--- config.mk ---
export PLATFORM = sky130hd
export DESIGN_NAME = cfg_logic_cluster
export DESIGN_NICKNAME = d
export VERILOG_FILES = /design/src/rtl/fpga_cfg_pkg.sv /design/src/rtl/cluster_slice.sv /design/src/rtl/cfg_logic_cluster.sv
export SDC_FILE = /design/constraint.sdc
export NUM_CORES = 1
export LEC_CHECK = 0
export CAP_MARGIN = 10
export CORE_UTILIZATION = 65
export CTS_CLUSTER_SIZE = 10
export DETAILED_ROUTE_END_ITERATION = 12
export PLACE_DENSITY = 0.85
export SYNTH_ARGS = -nofsm -noshare
export SYNTH_HDL_FRONTEND = slang
export SYNTH_HIERARCHICAL = 1
export SYNTH_SLANG_ARGS = --single-unit
--- constraint.sdc ---
create_clock -name clock -period 5.45 [get_ports clock]
set_input_delay 1.09 -clock clock [delete_from_list [all_inputs] [get_ports clock]]
set_output_delay 1.09 -clock clock [all_outputs]
set_load 0.1 [all_outputs]
--- src/rtl/fpga_cfg_pkg.sv ---
// Shared types and helpers for the configurable logic cluster.
package fpga_cfg_pkg;

  typedef enum logic [1:0] {
    IDLE,
    LOAD,
    ACTIVE
  } cfg_state_e;

  // Control bits sit directly above the truth table in each slice field
  localparam int unsigned REG_OFS  = 0;
  localparam int unsigned INIT_OFS = 1;

  function automatic int unsigned slice_bits(input int unsigned k);
    return (32'd1 << k) + 32'd2;
  endfunction

endpackage

--- src/rtl/cluster_slice.sv ---
// One K-input LUT slice: truth-table mux plus optional output FF with init load.
module cluster_slice
  import fpga_cfg_pkg::*;
#(
  parameter int unsigned K = 5
) (
  input  logic            clock,
  input  logic            reset,
  input  logic            active,
  input  logic            load_init,
  input  logic            init_val,
  input  logic            ce,
  input  logic [2**K-1:0] tt,
  input  logic            reg_sel,
  input  logic [K-1:0]    lut_in,
  output logic            lut_out
);

  logic ff_q;
  logic lut_val;

  assign lut_val = tt[lut_in];

  always_ff @(posedge clock) begin
    if (!reset) begin
      ff_q <= '0;
    end else if (load_init) begin
      ff_q <= init_val;
    end else if (active && reg_sel && ce) begin
      ff_q <= lut_val;
    end
  end

  always_comb begin
    lut_out = '0;
    if (active) begin
      lut_out = reg_sel ? ff_q : lut_val;
    end
  end

endmodule

--- src/rtl/cfg_logic_cluster.sv ---
// Cluster of N K-input LUT slices configured through a handshaked serial shift chain.
// Optional CFG_READBACK_EN adds cfg_dout for daisy-chaining and config readback.
module cfg_logic_cluster
  import fpga_cfg_pkg::*;
#(
  parameter int unsigned K     = 5,
  parameter int unsigned N     = 4,
  parameter int unsigned CFG_W = 1
) (
  input  logic             clock,
  input  logic             reset,
  input  logic             cfg_start,
  input  logic             cfg_valid,
  input  logic [CFG_W-1:0] cfg_data,
  output logic             cfg_ready,
  output logic             cfg_done,
  output logic             cfg_err,
`ifdef CFG_READBACK_EN
  output logic [CFG_W-1:0] cfg_dout,
`endif
  input  logic             ce,
  input  logic [N*K-1:0]   lut_in,
  output logic [N-1:0]     lut_out
);

  localparam int unsigned TT       = 2**K;
  localparam int unsigned L        = slice_bits(K);
  localparam int unsigned CFG_BITS = N * L;
  localparam int unsigned BEATS    = CFG_BITS / CFG_W;
  localparam int unsigned CW       = $clog2(BEATS + 1);

  cfg_state_e           state_q, state_d;
  logic [CW-1:0]        cnt_q, cnt_d;
  logic [CFG_BITS-1:0]  shreg_q, shreg_d;
  logic                 err_q, err_d;
  logic                 beat;
  logic                 last_beat;

  always_comb begin
    state_d   = state_q;
    cnt_d     = cnt_q;
    shreg_d   = shreg_q;
    err_d     = err_q;
    beat      = cfg_valid && (state_q == LOAD) && !cfg_start;
    last_beat = beat && (cnt_q == CW'(BEATS - 1));
    case (state_q)
      IDLE: begin
        if (cfg_start) begin
          state_d = LOAD;
          cnt_d   = '0;
        end
      end
      LOAD: begin
        if (cfg_start) begin
          cnt_d = '0;
          err_d = 1'b1;
        end else if (beat) begin
          shreg_d = CFG_BITS'({cfg_data, shreg_q} >> CFG_W);
          cnt_d   = cnt_q + CW'(1);
          if (last_beat) begin
            state_d = ACTIVE;
            err_d   = 1'b0;
          end
        end
      end
      ACTIVE: begin
        if (cfg_start) begin
          state_d = LOAD;
          cnt_d   = '0;
        end
      end
      default: state_d = IDLE;
    endcase
  end

  always_ff @(posedge clock) begin
    if (!reset) begin
      state_q <= IDLE;
      cnt_q   <= '0;
      shreg_q <= '0;
      err_q   <= 1'b0;
    end else begin
      state_q <= state_d;
      cnt_q   <= cnt_d;
      shreg_q <= shreg_d;
      err_q   <= err_d;
    end
  end

  assign cfg_ready = (state_q == LOAD);
  assign cfg_done  = (state_q == ACTIVE);
  assign cfg_err   = err_q;
`ifdef CFG_READBACK_EN
  assign cfg_dout  = shreg_q[CFG_W-1:0];
`endif

  // Init bits come from the post-shift image so the FFs load on the final-beat edge
  for (genvar j = 0; j < N; j++) begin : g_slice
    cluster_slice #(
      .K(K)
    ) u_slice (
      .clock    (clock),
      .reset    (reset),
      .active   (state_q == ACTIVE),
      .load_init(last_beat),
      .init_val (shreg_d[j*L + TT + INIT_OFS]),
      .ce       (ce),
      .tt       (shreg_q[j*L +: TT]),
      .reg_sel  (shreg_q[j*L + TT + REG_OFS]),
      .lut_in   (lut_in[j*K +: K]),
      .lut_out  (lut_out[j])
    );
  end

endmodule

==> impl_metrics.toml <==
[status]
status = "finished clean"

[timing]
fin_skew_ns = 0.0116
max_slew.worst_pin.slew_ns = 1.12
setup_tns_ns = 0
max_freq_mhz = 221
max_slew_margin_pct = 25.5
period_share_pct = 82.9
rsz0062_at_grt = "no"
final_max_slew_viol_count = 0
fin_crit_ns = 4.52
setup_viol = 0
timing.final.hold_violations = 0

[routing]
finalWirelength_um = 14100
dr.pass1.iters = 4
post_drt_wl_per_cell_um = 14.2
viasPerCell = 5.67
drtIter0Drc = 380
ant_nets = 0
via_count = 5631
drc = 0

[global_route]
antenna_found_initial = 0
grt_pass1_vias = 5291
grt_use_total_pct = 26.1
grt_pass1_wl_um = 24000
grt-ovfl-total = 0
grt_max_degree = 147

[clocking]
cts.clk_slew.worst_paths_ns = 0.06
insertion_delay_ns = 0.53
post_cts_resized = 0
cts_buffers = 17
tritoncts = "built"
post_cts_buffers = 0
htreeDepth = 4
hold_buffers = 0
cts-root-buf = "clkbuf_8"
numClockSinks = 151
cts_buffer_depth = 2

[placement]
place_inst = 961
portBuffers = 32
place_area_sq_um = 7280
dp_hpwl_um = 8860
gp_congestion = 0.892

[logic_synthesis]
synth_cell_types = 41
synth_area_leaders = "dfxtp_1 42%, nand2_1 15%, a21boi_0 13%"
yosysTopAreaCellShare_pct = 42.2
synth.net_count = 871
synth-edff-count = 0
yosysMostFrequentCell = "nand2_1"
ys_seq_elements = 151
synth_top_area_cell = "dfxtp_1"
avgSynthCellArea_sq_um = 8.48
synth_common_cells = "293 x nand2_1, 151 x dfxtp_1, 123 x a21boi_0, 68 x mux2i_1"
ys_warn_count = 6
synth-main-ff-cell = "dfxtp_1"
syn_area_sq_um = 7160
syn_inst = 844
seq_area_frac_synth_pct = 42.2
async_flop_share_pct = 0

[worst_setup_path]
critPathArrivalTime_ns = 3.43
critPathKind = "primary input to output pin"
crit_cells = 7
cp_slowest_stage_delay_ns = 1.08
start_kind = "primary input"
r2r_end = "g_slice[0].u_slice/ff_q"
r2r_slack_ns = 2.98
reg2reg_depth = 8
crit_buf_inv = 2
critPathSlowestCell = "clkdlybuf4s50_1"
end_kind = "output pin"
required_ns = 4.36
crit_chain = "clkdlybuf4s50_1 > mux2i_1 > a211oi_1 > nand3_1 > nand4_1 > o211a_1 > buf_4"
critical_path.max_fanout = 16
cpLargestDelayFamily = "buffers and inverters"
critPathCapture = "lut_out[1]"
crit_start = "lut_in[6]"
r2r_start = "cnt_q[0]"

[layout]
design_area_sq_um = 7870
area_growth_pct = 9.90
nFillCells = 763
diodes = 0
layout-drive-gt1-share_pct = 6.18
fin_cells = 993
nNetsFinal = 871

[min_path]
hold_path_depth = 2
hp-class = "flip-flop to flip-flop"

[power]
power_frac_seq_pct = 46.4
p_int_w = 0.00185
pwr-share-comb_pct = 6.0
total_power_w = 0.00238
p_per_area_nw_per_um2 = 303
power.switching_w = 0.000532
p_leak_nw = 2.80
sw_frac_of_total_pct = 22.3
pwr-share-clk_pct = 47.6
irDropWorstVdd_mv = 0.299

[floorplanning]
die_h_um = 107
rows = 37
fp.coreArea_sq_um = 10500
die_width_um = 107
start_util_pct = 68.1
die-area_sq_um = 11400
ioPinCount = 33

[flow_run]
maxCapViolations = 0
## worst min path at each step
stage | startpoint | endpoint | slack, ns
global placement | shreg_q[33] | shreg_q[32] | 0.44
detailed placement | shreg_q[33] | shreg_q[32] | 0.45
CTS | shreg_q[33] | shreg_q[32] | 0.46
floorplan | shreg_q[101] | shreg_q[100] | 0.43
finish | shreg_q[33] | shreg_q[32] | 0.46
global route | shreg_q[67] | shreg_q[66] | 0.49
## flip-flops by register name (all words and copies together), names as in the netlist
| name | flops |
|---|---|
| state_q | 2 |
| cfg_err | 1 |
| cnt_q | 8 |
| shreg_q | 136 |
| g_slice.u_slice/ff_q | 4 |
## worst reg2reg max path, cell delays in order (launching register included)
cell	delay [ns]
dfxtp_1	0.37
ha_1	0.23
nand4b_1	0.10
nor4_1	0.24
nand3_1	0.21
nor2_1	0.73
mux2i_1	0.29
nand2_1	0.07
o211a_1	0.12
## stage by stage
stage / worst slack, ns / hold WS [ns] / util, %
finish: 0.931 / 0.458 / 74.8
global route: 0.836 / 0.494 / 74.8
floorplan: 1.89 / 0.428 / -
CTS: 0.953 / 0.458 / 74.8
detailed placement: 0.969 / 0.449 / 69.3
global placement: 1.06 / 0.436 / 69.3
## layout make-up
class | count | area (sq um) | share of cell area [%]
repair buffers | 35 | 330 | 4.20
clock inverters | 11 | 123 | 1.56
inverters | 2 | 7.51 | 0.0955
clock buffers | 21 | 459 | 5.84
flip-flops and latches | 151 | 3020 | 38.4
multi-input cells | 637 | 3750 | 47.7
well taps | 136 | 170 | 2.16
## metal layers
layer | part of all wire [%] | wire (um) | global-route usage [%] | vias to the layer above
met1 | 45 | 6330 | 31.7 | 2669
met2 | 50 | 7050 | 44.5 | 111
li1 | - | - | - | 2841
met4 | 0.92 | 129 | 9.49 | 0
met3 | 3.8 | 537 | 6.50 | 10
met5 | 0 | 0 | 0 | -
## cells in the final DEF (no fill, tap or decap), types with 8 or more instances in the layout
master / instances
clkdlybuf4s50_1: 27
mux2i_1: 68
a21boi_0: 123
nand2b_1: 13
a21oi_1: 15
buf_4: 8
nand2_1: 293
a22oi_1: 16
nor2_1: 12
o211a_1: 8
nand3_1: 19
a21boi_1: 10
dfxtp_1: 151
clkbuf_16: 16
## cells by family (layout without fill, tap and decap cells)
| kind of cell | count (synthesis) | after routing | synth area share (%) |
|---|---|---|---|
| buffers and inverters | 56 | 69 | 5.58 |
| flip-flops | 151 | 151 | 42.2 |
| adder cells (fa/ha/maj) | 1 | 1 | 0.175 |
| AND/OR/NAND/NOR | 378 | 378 | 22.5 |
| AO/OA/AOI/OAI | 180 | 180 | 18.7 |
| multiplexers | 72 | 72 | 10.1 |
| XOR/XNOR | 6 | 6 | 0.734 |
## power groups by stage
stage	combinational (W)	sequential (W)	clock, W
3_5_place_dp	0.000142	0.00113	0
4_1_cts	0.000142	0.00111	0.00115
3_3_place_gp	0.000140	0.00113	0
2_1_floorplan	0.000109	0.00113	0
5_1_grt	0.000155	0.00111	0.00120
6_report	0.000143	0.00111	0.00113
Note: power is estimated with default switching activity, not from simulation.
